<file path="src/rtl/fix2flt_pkg.sv">
// Shared types and constants for the fixed-point to half-float converter.
// State encoding uses plain localparams so legacy tools can consume it.
package fix2flt_pkg;

  typedef logic [2:0] fix2flt_state_t;

  localparam fix2flt_state_t ST_IDLE  = 3'd0;
  localparam fix2flt_state_t ST_LD_LO = 3'd1;
  localparam fix2flt_state_t ST_LD_HI = 3'd2;
  localparam fix2flt_state_t ST_NORM  = 3'd3;
  localparam fix2flt_state_t ST_RND   = 3'd4;
  localparam fix2flt_state_t ST_WR_LO = 3'd5;
  localparam fix2flt_state_t ST_WR_HI = 3'd6;

  localparam int unsigned FLT_BIAS  = 15;
  localparam int unsigned FRAC_BITS = 8;

  // A leading one at bit 14 of the magnitude is worth 2^(14-FRAC_BITS).
  localparam logic [4:0] EXP_INIT = 5'(14 + FLT_BIAS - FRAC_BITS);

endpackage

</file>
<file path="src/rtl/fix2flt_if.sv">
// Start/done handshake plus byte-wide data memory port of the converter.
interface fix2flt_if;

  logic       start;
  logic       done;
  logic [7:0] dm_addr;
  logic [7:0] dm_rd_data;
  logic [7:0] dm_wr_data;
  logic       dm_we;

  modport master (
    input  start,
    input  dm_rd_data,
    output done,
    output dm_addr,
    output dm_wr_data,
    output dm_we
  );

  modport slave (
    output start,
    output dm_rd_data,
    input  done,
    input  dm_addr,
    input  dm_wr_data,
    input  dm_we
  );

endinterface

</file>
<file path="src/rtl/fix2flt_round.sv">
// Round-to-nearest-even of a normalized 15-bit magnitude into a half-float
// exponent/fraction pair; a zero magnitude yields a zero exponent and fraction.
module fix2flt_round (
  input  logic [14:0] i_m,
  input  logic [4:0]  i_exp,
  output logic [4:0]  o_e,
  output logic [9:0]  o_f
);

  logic        w_g;
  logic        w_st;
  logic        w_up;
  logic [10:0] w_sum;

  always_comb begin
    w_g   = i_m[3];
    w_st  = |i_m[2:0];
    w_up  = w_g & (w_st | i_m[4]);
    // Bit 10 of the sum is the fraction carry that bumps the exponent.
    w_sum = {1'b0, i_m[13:4]} + {10'd0, w_up};
    if (i_m == 15'd0) begin
      o_e = 5'd0;
      o_f = 10'd0;
    end else begin
      o_e = i_exp + {4'd0, w_sum[10]};
      o_f = w_sum[9:0];
    end
  end

endmodule

</file>
<file path="src/rtl/fix2flt.sv">
// Memory-to-memory engine converting sign-magnitude 8.8 fixed point to half
// float, normalizing one bit per cycle; started by a falling edge of start.
module fix2flt
  import fix2flt_pkg::*;
#(
  parameter logic [7:0] IN_ADDR  = 8'd0,
  parameter logic [7:0] OUT_ADDR = 8'd2
) (
  input logic       clk,
  input logic       reset,
  fix2flt_if.master bus
);

  fix2flt_state_t r_state;
  logic           r_start_q;
  logic           r_done;
  logic           r_s;
  logic [14:0]    r_m;
  logic [4:0]     r_exp;
  logic [15:0]    r_res;

  logic           w_fall;
  logic           w_rise;
  logic [4:0]     w_e;
  logic [9:0]     w_f;

  assign w_fall = r_start_q & ~bus.start;
  assign w_rise = ~r_start_q & bus.start;

  fix2flt_round u_round (
    .i_m   (r_m),
    .i_exp (r_exp),
    .o_e   (w_e),
    .o_f   (w_f)
  );

  always_ff @(posedge clk or posedge reset) begin
    if (reset) begin
      r_state   <= ST_IDLE;
      r_start_q <= 1'b0;
      r_done    <= 1'b0;
      r_s       <= 1'b0;
      r_m       <= 15'd0;
      r_exp     <= 5'd0;
      r_res     <= 16'd0;
    end else begin
      r_start_q <= bus.start;
      case (r_state)
        ST_IDLE: begin
          if (w_fall) begin
            r_done  <= 1'b0;
            r_state <= ST_LD_LO;
          end else if (w_rise) begin
            r_done <= 1'b0;
          end
        end
        ST_LD_LO: begin
          r_m[7:0] <= bus.dm_rd_data;
          r_state  <= ST_LD_HI;
        end
        ST_LD_HI: begin
          r_s       <= bus.dm_rd_data[7];
          r_m[14:8] <= bus.dm_rd_data[6:0];
          r_exp     <= EXP_INIT;
          r_state   <= ST_NORM;
        end
        ST_NORM: begin
          if ((r_m == 15'd0) || r_m[14]) begin
            r_state <= ST_RND;
          end else begin
            r_m   <= {r_m[13:0], 1'b0};
            r_exp <= r_exp - 5'd1;
          end
        end
        ST_RND: begin
          r_res   <= {r_s, w_e, w_f};
          r_state <= ST_WR_LO;
        end
        ST_WR_LO: r_state <= ST_WR_HI;
        ST_WR_HI: begin
          r_done  <= 1'b1;
          r_state <= ST_IDLE;
        end
        default: r_state <= ST_IDLE;
      endcase
    end
  end

  // Memory port decoded from state so an async reset drops it at once.
  always_comb begin
    bus.dm_addr    = 8'd0;
    bus.dm_we      = 1'b0;
    bus.dm_wr_data = 8'd0;
    case (r_state)
      ST_LD_LO: bus.dm_addr = IN_ADDR;
      ST_LD_HI: bus.dm_addr = IN_ADDR + 8'd1;
      ST_WR_LO: begin
        bus.dm_addr    = OUT_ADDR;
        bus.dm_we      = 1'b1;
        bus.dm_wr_data = r_res[7:0];
      end
      ST_WR_HI: begin
        bus.dm_addr    = OUT_ADDR + 8'd1;
        bus.dm_we      = 1'b1;
        bus.dm_wr_data = r_res[15:8];
      end
      default: ;
    endcase
  end

  assign bus.done = r_done;

endmodule

</file>
<file path="src/flat_wrapper.sv">
// flat-port wrapper written by rule: the top's interface ports become plain ports
module fix2flt_flat import fix2flt_pkg::*;
#(
  parameter logic [7:0] IN_ADDR  = 8'd0,
  parameter logic [7:0] OUT_ADDR = 8'd2
)
  (clk, reset, bus_start, bus_dm_rd_data, bus_done, bus_dm_addr, bus_dm_wr_data, bus_dm_we);
  fix2flt_if bus_i ();
  input logic clk;
  input logic reset;
  input wire logic [$bits(bus_i.start)-1:0] bus_start;
  input wire logic [$bits(bus_i.dm_rd_data)-1:0] bus_dm_rd_data;
  output wire logic [$bits(bus_i.done)-1:0] bus_done;
  output wire logic [$bits(bus_i.dm_addr)-1:0] bus_dm_addr;
  output wire logic [$bits(bus_i.dm_wr_data)-1:0] bus_dm_wr_data;
  output wire logic [$bits(bus_i.dm_we)-1:0] bus_dm_we;
  assign bus_i.start = bus_start;
  assign bus_i.dm_rd_data = bus_dm_rd_data;
  assign bus_done = bus_i.done;
  assign bus_dm_addr = bus_i.dm_addr;
  assign bus_dm_wr_data = bus_i.dm_wr_data;
  assign bus_dm_we = bus_i.dm_we;
  fix2flt #(.IN_ADDR(IN_ADDR), .OUT_ADDR(OUT_ADDR)) u_core (.clk(clk), .reset(reset), .bus(bus_i));
endmodule
</file>
<file path="config.mk">
export PLATFORM = sky130hd
export DESIGN_NAME = fix2flt_flat
export DESIGN_NICKNAME = d
export VERILOG_FILES = /design/src/rtl/fix2flt_pkg.sv /design/src/rtl/fix2flt_if.sv /design/src/rtl/fix2flt_round.sv /design/src/rtl/fix2flt.sv /design/src/flat_wrapper.sv
export SDC_FILE = /design/constraint.sdc
export NUM_CORES = 1
export LEC_CHECK = 0
export CORE_ASPECT_RATIO = 0.8
export CORE_UTILIZATION = 25
export CTS_CLUSTER_DIAMETER = 100
export DETAILED_ROUTE_END_ITERATION = 8
export PLACE_DENSITY_LB_ADDON = 0.3
export SLEW_MARGIN = 30
export SYNTH_ARGS = -nofsm -noshare
export SYNTH_HDL_FRONTEND = slang
export SYNTH_SLANG_ARGS = --single-unit
</file>
<file path="constraint.sdc">
create_clock -name clk -period 5.85 [get_ports clk]
set_clock_uncertainty 0.1 [all_clocks]
set_input_delay 0.8775 -clock clk [delete_from_list [all_inputs] [get_ports clk]]
set_output_delay 0.8775 -clock clk [all_outputs]
set_load 0.005 [all_outputs]
</file>
==> metrics, run 1 <==
Worst Path Max Fanout 12; total of max-cap violations 0; full die area 9680 µm²; number of antenna violations at the first check in global routing 0; core region area 9040 µm²; routed via count 1718; top-area cell type share of the netlist area 0.453; number of enable flip-flop cells after synthesis 0; global route total overflow 0; fraction of synthesis flops using an asynchronous set or reset pin 1.00; synthesized-area fraction occupied by adder cells 0.0216; commonest cells in the netlist dfrtp_1 (42), nand2_1 (41), nor2b_1 (15); Critical Path AT 2330 ps; area delta synth->final 18.1%; maximum count of clock buffers along a single path 2; number of diodes 0; Register-to-Register Path Depth 4; depth of the critical timing path with buffers and inverters included 4; final setup violation count 0; hold slack final 368 ps; post-synthesis sequential element count 42; largest net degree at the start of global routing 43; IR Drop Worst-Case VDD 186 µV; setup tns final 0 ps; number of global-route vias before repair 1671; fraction of met1 tracks used by global routing 0.192; cell at the root of the clock tree clkbuf_16; Setup Slack @ Placement 2850 ps; worst skew pair latency 280 ps; Routed WL per cell 14.0 µm; number of buffers created by CTS 5; CTS hold repair buffers 0; Synth Area per Inst 9.47 µm²; Pleak 1.11 nW; clk sinks 42; horizontal die dimension 110 µm; post-route design area 2740 µm²; capturing point of the worst reg2reg path u_core.r_m[2]; Main synth FF type dfrtp_1; status completed; Final Instance Count excl. Fillers 373; Max Slew Vio Count 0; cell area after synthesis 2320 µm²; fill cell instance count of the final layout 956; final-stage net count 272; power density over cell area 521 nW/µm²; number of placed instances, taps included 365; number of hold-slack violations in the final timing report 0; depth of the CTS H-tree 2; clock-pin transition on the worst setup and hold timing paths 60 ps; post-route antenna net violation count 0; crit-path max cell delay 690 ps; global-route wire length before repair 8830 µm; post-CTS setup buffer count 0; series of cell instances along the critical path nor2b_1 -> a22oi_1 -> nor2b_1 -> clkdlybuf4s50_1; sequential fraction of design power 0.411; initial core utilization 0.257; Pre-antenna DRT Iters 4; compound-gate portion of the synthesized area 0.160; RePlAce Congestion 0.716; post-synthesis simple-gate area fraction 0.235; Worst Setup Path Type flip-flop to primary output; met3 track demand over resource in global routing 0.0275; sequential fraction of the synthesis area 0.453; top post-synthesis cells by area dfrtp_1 (45%), nand2_1 (6.6%), o221a_1 (6.3%); RR Startpoint u_core.r_state[1]; register cell area after layout 1050 µm²; PortBufs 22; number of rows in the core area 31; cell type with the highest aggregate area in the netlist dfrtp_1; Yosys warnings 0; DRC errors left 0; Internal 0.000881 W; count of buffer and inverter cells on the critical path 1; start point of the critical path u_core.r_state[1]; register-to-register setup slack 3290 ps; Crit path max-delay family simple AND/OR/NAND/NOR gates; number of resized instances in the post-cts repair step 0; Period Utilization, post-route 0.565; Sw Pwr 0.000547 W; Vert. Die Dim 88.2 µm; IO Pins 29; slowest stage cell on the critical path nor2b_1; classification of the worst-slack hold path flip-flop to flip-flop; main combinational cell family by area after synthesis simple AND/OR/NAND/NOR gates; share of synthesized area spent on multiplexers 0.0135; part of the total power dissipated in the clock network 0.215; WP data required 4870 ps; category of the worst setup path launch point flip-flop; synthesized netlist cell count 245; area of the multi-input gates 1120 µm²; fin crit period 3310 ps; peak-usage layer in the global routing report met1; met2 track demand over resource in global routing 0.165; setup repair after global routing missed its margin no; post-layout worst setup margin 2540 ps; Relative slew margins 0.391; distinct cell type count after synthesis 43; fraction of final layout cells sized beyond drive strength 1 0.0543; clock tree from TritonCTS done; WHS Endpoint u_core.r_res[11]; violation count after the first detailed-routing iteration 108; Global Route Usage Sum 0.122; worst min-delay path startpoint u_core.r_res[11]; peak clock frequency supported by timing 302 MHz; critical path endpoint category primary output; switching share of total power 0.383; Area after DPL 2580 µm²; placed wire-length estimate 3850 µm; number of instances on the worst hold path 2; combinational share of power 0.373; Routed WL 5220 µm; area share of xor/xnor cells in the synthesized design 0.0453; most frequent cell on the critical path nor2b_1; mean number of vias per cell 4.61; most frequent cell after synthesis dfrtp_1; Tightest Pin Transition 914 ps
==> worst min-delay path: stages, from the launching register on <==
cell	delay [ps]
dfrtp_1	340
nand2_1	50
nand2_1	50
==> final cells by class <==
class,count,share of cell area
Clock buffer,7,0.0484
Clock inverter,1,0.0110
Inverter,8,0.0110
Multi-Input combinational cell,177,0.411
Sequential cell,42,0.384
Tap cell,115,0.0525
Timing Repair Buffer,23,0.0831
==> cell usage in the layout (no fill, tap or decap), drive strengths merged, types with 6 or more instances in the layout <==
master and n:
dfrtp 42, nand2 42, clkdlybuf4s50 22, nor2b 15
o221a 13, nand3 12, nor2 10, o21ai 10
inv 8, xnor2 8, a22oi 8, nor3 7
nand2b 7, clkbuf 7, conb 6
==> cells by family after synthesis <==
| kind of cell | count (synthesis) |
|---|---|
| other | 1 |
| DFF | 42 |
| muxes | 3 |
| buffers and inverters | 31 |
| AOI/OAI and AO/OA | 46 |
| and+or+nand+nor | 106 |
| xor gates and xnor gates | 12 |
| adders and majority gates | 4 |
==> power groups by stage <==
| stage | Combinational [W] | Clock (W) | Sequential (W) |
|---|---|---|---|
| 2_1_floorplan | 0.000465 | 0 | 0.000508 |
| 3_3_place_gp | 0.000535 | 0 | 0.000592 |
| 3_5_place_dp | 0.000538 | 0 | 0.000592 |
| 4_1_cts | 0.000539 | 0.000316 | 0.000587 |
| 5_1_grt | 0.000611 | 0.000327 | 0.000614 |
| 6_report | 0.000534 | 0.000307 | 0.000588 |
==> worst max path at each step <==
| stage | end | slack (ps) |
|---|---|---|
| 6_report | bus_dm_wr_data[4] | 2540 |
| 5_1_grt | bus_dm_wr_data[0] | 2330 |
| 2_1_floorplan | bus_dm_addr[1] | 3600 |
| 3_3_place_gp | bus_dm_wr_data[4] | 2920 |
| 4_1_cts | bus_dm_wr_data[4] | 2540 |
| 3_5_place_dp | bus_dm_wr_data[4] | 2850 |
==> per-layer routing <==
| metal | wire, µm | vias up |
|---|---|---|
| li1 | - | 869 |
| met1 | 2890 | 802 |
| met2 | 2010 | 42 |
| met3 | 272 | 5 |
| met4 | 38 | 0 |
| met5 | 0 | - |
==> stage by stage <==
step	util	power, W
global route	0.303	0.00155
global placement	0.285	0.00113
detailed placement	0.285	0.00113
finish	0.303	0.00143
CTS	0.303	0.00144
floorplan	-	0.000972
==> state kept, by name, summed over array words and instances (netlist names) <==
| name | cells |
|---|---|
| u_core.r_state | 3 |
| u_core.r_start_q | 1 |
| u_core.r_exp | 5 |
| u_core.r_m | 15 |
| u_core.r_s | 1 |
| u_core.bus.done | 1 |
| u_core.r_res | 16 |
Power figures use the tool's default switching activity.
==> inputs of run 2 (changes only) <==
Clock period 5.85 ns to 2.9 ns, I/O delays scaled along.
==> run 2 against run 1 <==
Die area is the same. Critical path depth grew 1. Sequential cell count is the same. Register-to-register slack lost 2800 ps. Sequential power grew 100%. Wire length grew 3.6%. Count of clock-buffer cells in the layout is the same. Critical path type unchanged.
==> metrics, run 2 (synthesis results as in run 1) <==
Period Utilization, post-route 0.851; horizontal die dimension 110 µm; crit-path max cell delay 510 ps; PortBufs 22; WP data required 2370 ps; final setup violation count 0; total of max-cap violations 0; fill cell instance count of the final layout 966; post-route antenna net violation count 0; DRC errors left 0; mean number of vias per cell 4.69; number of resized instances in the post-cts repair step 0; Routed WL 5400 µm; IO Pins 29; detailed route wirelength on metal2 2180 µm; peak clock frequency supported by timing 405 MHz; number of global-route vias before repair 1647; registers with the most flip-flops u_core.r_res (16), u_core.r_m (15), u_core.r_exp (5); flip-flop count of the largest register, all copies and words added 16; Most flops, register u_core.r_res; number of buffers created by CTS 5; depth of the CTS H-tree 2; post-CTS setup buffer count 0; Pre-antenna DRT Iters 4; full die area 9680 µm²; Worst Setup Path Type flip-flop to primary output; Worst Path Max Fanout 12; number of diodes 0; largest net degree at the start of global routing 43; initial core utilization 0.257; maximum count of clock buffers along a single path 2; Routed WL per cell 14.4 µm; area delta synth->final 18.5%; post-layout worst setup margin 433 ps; number of rows in the core area 31; Pleak 1.12 nW; area of the multi-input gates 1130 µm²; metal3 WL 374 µm; cell at the root of the clock tree clkbuf_16; hold slack final 365 ps; power density over cell area 1050 nW/µm²; clk sinks 42; clock tree from TritonCTS done; Max Used Layer met4; core region area 9040 µm²; number of hold-slack violations in the final timing report 0; most frequent cells in the layout dfrtp_1 (42), nand2_1 (41), clkdlybuf4s50_1 (22); Relative slew margins 0.452; violation count after the first detailed-routing iteration 126; most frequent cell on the critical path nor2b_1; slowest stage cell on the critical path clkdlybuf4s50_1; worst skew pair latency 280 ps; Final Instance Count excl. Fillers 376; met1 wire length 2830 µm; Critical Path AT 1930 ps; global-route wire length before repair 8610 µm; Global Route Usage Sum 0.119; critical path endpoint category primary output; setup tns final 0 ps; Setup Slack @ Placement 483 ps; register cell area after layout 1050 µm²; clock-pin transition on the worst setup and hold timing paths 60 ps; global route total overflow 0; placed wire-length estimate 3910 µm; routed via count 1765; Tightest Pin Transition 820 ps; setup repair after global routing missed its margin no; Vert. Die Dim 88.2 µm; leading cell type in the layout, fill and taps excluded dfrtp_1; series of cell instances along the critical path nor2b_1 -> buf_4 -> a22oi_1 -> nor2b_1 -> clkdlybuf4s50_1; status completed; fraction of final layout cells sized beyond drive strength 1 0.0728; total power 0.00288 W; classification of the worst-slack hold path flip-flop to flip-flop; CTS hold repair buffers 0; fin crit period 2470 ps; number of antenna violations at the first check in global routing 0; RePlAce Congestion 0.802; IR Drop Worst-Case VDD 393 µV; category of the worst setup path launch point flip-flop; Max Slew Vio Count 0; number of placed instances, taps included 368; final-stage net count 275
==> run 2: power by group <==
| group | internal, W | switching, W |
|---|---|---|
| Sequential | 0.000846 | 0.000341 |
| Combinational | 0.000553 | 0.000584 |
| Clock | 0.000341 | 0.000214 |
| Total | 0.00174 | 0.00114 |
==> run 2: worst paths after layout <==
check | startpoint | endpoint | slack (ps) | depth (start not counted)
min reg2reg | u_core.r_res[1] | u_core.r_res[1] | 370 | 2
max in group asynchronous | reset | u_core.r_res[0] | 1830 | 3
min in group asynchronous | reset | u_core.bus.done | 500 | 3
max | u_core.r_state[1] | bus_dm_wr_data[6] | 430 | 5
min | u_core.r_res[1] | u_core.r_res[1] | 370 | 2
max reg2reg | u_core.r_m[4] | u_core.r_res[14] | 470 | 10
==> run 2: layout make-up <==
cell class / instances / share of cell area
timing repair buffer: 26 / 0.0910
multi-input combinational: 177 / 0.410
clock inverter: 1 / 0.00182
tap: 115 / 0.0523
inverter: 8 / 0.0109
sequential: 42 / 0.382
clock buffer: 7 / 0.0519
==> run 2: per-stage QoR <==
step / utilization / area, µm²
floorplan: - / 2340
global placement: 0.288 / 2600
detailed placement: 0.288 / 2600
CTS: 0.304 / 2750
global route: 0.304 / 2750
finish: 0.304 / 2750
==> run 2: critical path, delay by kind of cell, from the launching register on <==
family          cells  cell delay [ps]
compound gates      1              110
flops               1              500
buf+inv             2              710
simple gates        2              320
==> run 2: layer usage <==
metal | up-vias | global-route usage
met4 | 0 | 0.0230
met1 | 833 | 0.184
met3 | 2 | 0.0246
met2 | 55 | 0.168
met5 | - | 0
li1 | 875 | -
==> inputs of run 3 (changes only) <==
Settings changed: CORE_UTILIZATION 25 to 50.
Clock period 2.9 ns to 3 ns, I/O delays scaled along.
==> run 3 against run 2 <==
Worst setup slack better by 46 ps. Wire length is 7.9% lower. Critical path type unchanged. Register-to-register slack better by 80 ps. Largest cell class unchanged. Worst hold slack better by 9.6 ps. First-iteration DRC count is 40% lower. Largest power group unchanged. Sequential cell count stayed put.
==> metrics, run 3 (synthesis results as in run 1) <==
status completed; sequential fraction of design power 0.439; initial core utilization 0.539; post-CTS setup buffer count 0; number of resized instances in the post-cts repair step 0; Sw Pwr 0.00107 W; worst skew pair latency 300 ps; Pre-antenna DRT Iters 4; number of rows in the core area 21; mean number of vias per cell 5.64; fraction of final layout cells sized beyond drive strength 1 0.0766; routed via count 1793; Critical Path AT 1970 ps; fin crit period 2520 ps; flip-flop count of the largest register, all copies and words added 16; leading cell type in the layout, fill and taps excluded dfrtp_1; number of antenna violations at the first check in global routing 0; Internal 0.00154 W; category of the worst setup path launch point flip-flop; cell at the root of the clock tree clkbuf_8; Vert. Die Dim 62.9 µm; total power 0.00261 W; clock tree from TritonCTS done; number of diodes 0; classification of the worst-slack hold path flip-flop to flip-flop; Tightest Pin Transition 762 ps; registers with the most flip-flops u_core.r_res (16), u_core.r_m (15), u_core.r_exp (5); setup repair after global routing missed its margin no; Most flops, register u_core.r_res; full die area 4920 µm²; Routed WL 4980 µm; Routed WL per cell 15.6 µm; Global Route Usage Sum 0.229; largest net degree at the start of global routing 43; depth of the CTS H-tree 2; combinational share of power 0.414; Worst Path Max Fanout 12; clock-pin transition on the worst setup and hold timing paths 80 ps; number of buffers created by CTS 5; Period Utilization, post-route 0.840; clk sinks 42; final setup violation count 0; RePlAce Congestion 0.837; Relative slew margins 0.491; number of global-route vias before repair 1719; WP data required 2450 ps; Max Slew Vio Count 0; IO Pins 29; post-layout worst setup margin 479 ps; switching share of total power 0.412; violation count after the first detailed-routing iteration 75; most frequent cells in the layout dfrtp_1 (42), nand2_1 (41), clkdlybuf4s50_1 (22); number of hold-slack violations in the final timing report 0; setup tns final 0 ps; IR Drop Worst-Case VDD 589 µV; maximum count of clock buffers along a single path 2; critical path endpoint category primary output; post-route antenna net violation count 0; Setup Slack @ Placement 516 ps; core region area 4310 µm²; power density over cell area 995 nW/µm²; area delta synth->final 13.1%; final-stage net count 275; PortBufs 22; total of max-cap violations 0; horizontal die dimension 78.2 µm; Worst Setup Path Type flip-flop to primary output; global-route wire length before repair 8580 µm; peak clock frequency supported by timing 397 MHz; global route total overflow 0; DRC errors left 0; part of the total power dissipated in the clock network 0.147; placed wire-length estimate 3550 µm; Pleak 1.09 nW; CTS hold repair buffers 0
[run 3: changes by cell type in the layout (fill, tap and decap cells not counted), sizes merged]
cell	change
clkbuf	-1
clkinvlp	+1
[run 3: power groups by stage]
stage	clock network, W	logic [W]	registers, W
2_1_floorplan	0	0.000906	0.000990
3_3_place_gp	0	0.00105	0.00113
3_5_place_dp	0	0.00108	0.00115
6_report	0.000385	0.00108	0.00115
4_1_cts	0.000391	0.00108	0.00114
5_1_grt	0.000413	0.00122	0.00118
[run 3: metrics by stage]
stage / instance area (µm²) / hold WS (ps) / util / cells
finish: 2630 / 375 / 0.609 / 318
global route: 2630 / 400 / 0.609 / 318
CTS: 2620 / 374 / 0.609 / 318
detailed placement: 2530 / 356 / 0.587 / 310
global placement: 2530 / 351 / 0.587 / 310
floorplan: 2340 / 339 / - / 250
[run 3: per-layer routing]
layer | global-route usage | part of all wire
met5 | 0 | 0
met4 | 0.0810 | 0.013
met3 | 0.0569 | 0.049
met2 | 0.329 | 0.45
met1 | 0.335 | 0.48
[run 3: path summary, 6_finish.rpt]
path | startpoint | endpoint | slack (ps) | cells after the start
setup / recovery | u_core.r_state[1] | bus_dm_wr_data[3] | 480 | 5
hold / removal | u_core.r_res[10] | u_core.r_res[10] | 370 | 2
max in group asynchronous | reset | u_core.r_m[3] | 1970 | 3
min in group asynchronous | reset | u_core.r_res[12] | 470 | 3
setup reg to reg | u_core.r_m[4] | u_core.r_res[14] | 550 | 10
hold reg to reg | u_core.r_res[10] | u_core.r_res[10] | 370 | 2
[run 3: cell type report]
type                    count  area (µm²)
well taps                  57        71.3
multi-input cells         177        1130
fillers                   387        1680
clock buffers               6        82.6
clock inverters             2        12.5
inverters                   8        30.0
repair buffers             26         250
flip-flops and latches     42        1050
[run 3: critical path, stage by stage (launching register included)]
cell and delay [ps]:
dfrtp_1 510, nor2b_1 180, buf_4 200, a22oi_1 110, nor2b_1 140, clkdlybuf4s50_1 520
==> patch, RTL diff (flow settings as in run 3) <==
Reset style: synchronous (`reset`), changed in one clocked block. Comments in the files are not updated.
--- a/src/rtl/fix2flt.sv
+++ b/src/rtl/fix2flt.sv
@@ -34,7 +34,7 @@
     .o_f   (w_f)
   );
 
-  always_ff @(posedge clk or posedge reset) begin
+  always_ff @(posedge clk) begin
     if (reset) begin
       r_state   <= ST_IDLE;
       r_start_q <= 1'b0;
Function: differs if reset is asserted again (counterexample within 4 cycles, from zero or initial values and one cycle with reset high); with reset held inactive, the same outputs for 10 cycles.
==> patch against run 3 <==
Wire length up 11%. Worst hold slack worse by 0.018 ns. Synthesized area up 5.9%. Non-clock buffer count up 1. Die area up 5.8%. Sequential share of layout area down 10 points. Via count up 16%. Design area up 6.6%. Highest routed layer unchanged. Register-to-register slack better by 0.16 ns. Cell count up 12%. Sequential cell count unchanged. Setup slack worse by 0.19 ns.
Power is not compared: it rests on default switching activity, and its combinational part moved more than twofold at a synthesized area within 25%.
==> patch: results (changes against run 3) <==
[clock_tree]
htreeDepth=2  ; unchanged
post_cts_buffers=0  ; unchanged
clk_latency_ns=0.30  ; about the same
cts-resized-gates=0  ; unchanged
cts-root-buf=clkbuf_8  ; unchanged
cts_buffers=5  ; unchanged

[synthesis]
synthFlopType=dfxtp_1  ; was dfrtp_1
synth.distinct_cells=47  ; was 43
seq_area_frac_synth_pct=34.2  ; was 45.3%
syn_inst=283  ; was 245
synthArstFlopShare_pct=0  ; was 100%
yosysWarnings=0  ; unchanged
yosys-top-cells-count=dfxtp_1, a21oi_1, nand2_1  ; was dfrtp_1, nand2_1, nor2b_1
synthTopCellsByArea=dfxtp_1, a21oi_1, mux2i_1  ; was dfrtp_1, nand2_1, o221a_1

[placed_design]
gp_congestion=0.818  ; was 0.837
post_dp_cell_area_um2=2660  ; was 2530 um2
hpwl_mm=3.97  ; was 3.55 mm
placed_cells=347  ; was 310
portBuffers=22  ; unchanged
pre_cts_slack_ns=0.604  ; was 0.516 ns

[global_route]
grt_antenna_before_repair=0  ; unchanged
grt_max_degree=25  ; was 43
global_route.usage.met1_pct=32.0  ; was 33.5%
met2_usage_pct=37.6  ; was 32.9%
grt_pass1_wl_mm=9.39  ; was 8.58 mm
met3_usage_pct=4.23  ; was 5.69%
grt_pass1_vias=1969  ; was 1719
track_usage_pct=23.4  ; was 22.9%

[worst_setup_path]
slowest_stage=nor2b_1  ; was clkdlybuf4s50_1
worst-path-max-fanout=9  ; was 12
critical_path_arrival_ns=2.16  ; was 1.97 ns
slowest_delay_ns=0.57  ; was 0.52 ns

[outcome]
status=completed  ; unchanged

[layout]
num_antenna_cells=0  ; unchanged
drive_gt1_share_pct=9.83  ; was 7.66%
fin_cells=355  ; was 318
top_regs=u_core.r_res: 16 flops, u_core.r_m: 15 flops, u_core.r_exp: 5 flops  ; unchanged
nets=309  ; was 275

[route]
dr.pass1.iters=5  ; was 4
vias=2078  ; was 1793
drt-initial-drc-count=89  ; was 75
wl_per_cell_um=15.5  ; was 15.6 um

[sta]
max_slew_margin_pct=51.5  ; was 49.1%
setup_viol=0  ; unchanged

[pwr]
irDropWorstVdd_mv=0.369

[hold_path]
worst_hold_path_type=register to register  ; unchanged

## patch: changes by cell type in the layout (fill, tap and decap cells not counted), sizes merged, moves of 3 or more
cell    before  now
a21oi        2   24
dfrtp       42    0
mux2i        2   10
a211oi       0    5
o32ai        0    6
nand4        1    6
nand2       42   20
nand3       12   15
mux2         1    6
dfxtp        0   42
nor2        10   19
nor3         7   11
o21ai       10    3
o221a       13    0
## patch: area by class of cell
class | instances | area (um2)
well taps | 60 | 75.1
flip-flops and latches | 42 | 841
fillers | 431 | 1850
repair buffers | 27 | 253
clock buffers | 6 | 82.6
clock inverters | 2 | 60.1
inverters | 6 | 22.5
multi-input cells | 212 | 1470
## patch: where the power goes
| part | switching (mW) | internal, mW |
|---|---|---|
| combinational | 0.152 | 0.100 |
| clock | 0.210 | 0.355 |
| sequential | 0.0439 | 0.580 |
## patch: final timing paths
| kind | depth (start not counted) | endpoint | slack, ns | start |
|---|---|---|---|---|
| worst max-delay path | 4 | bus_dm_wr_data[0] | 0.29 | u_core.r_state[0] |
| worst min-delay path | 2 | u_core.r_res[10] | 0.36 | u_core.r_res[10] |
| worst max register to register | 10 | u_core.r_res[14] | 0.71 | u_core.r_m[3] |
| worst min register to register | 2 | u_core.r_res[10] | 0.36 | u_core.r_res[10] |
## patch: metrics by stage
stage | power (mW) | hold slack, ns | util, %
6_report | 1.44 | 0.357 | 60.2
5_1_grt | 1.50 | 0.382 | 60.2
4_1_cts | 1.44 | 0.359 | 60.2
3_5_place_dp | 0.885 | 0.348 | 57.1
3_3_place_gp | 0.878 | 0.345 | 57.1
2_1_floorplan | 0.831 | 0.331 | -
## patch: cells by family after synthesis
family          share of synthesized area [%]
flops                                    34.2
simple gates                             25.5
mux                                      7.74
compound gates                           19.8
xor+xnor                                 3.56
other cells                             0.153
buf+inv                                  6.97
fa+ha+maj                                2.04
## patch: critical path: cells and delay by family (launching register included)
| kind | cells | cell delay (ns) |
|---|---|---|
| DFF | 1 | 0.49 |
| and+or+nand+nor | 2 | 0.73 |
| AOI/OAI and AO/OA | 1 | 0.14 |
| buffers and inverters | 1 | 0.51 |
## patch: per-layer routing
layer	wire, um	part of all wire (%)
met1	2690	49
met5	0	0
met2	2580	47
met4	40	0.72
met3	207	3.8
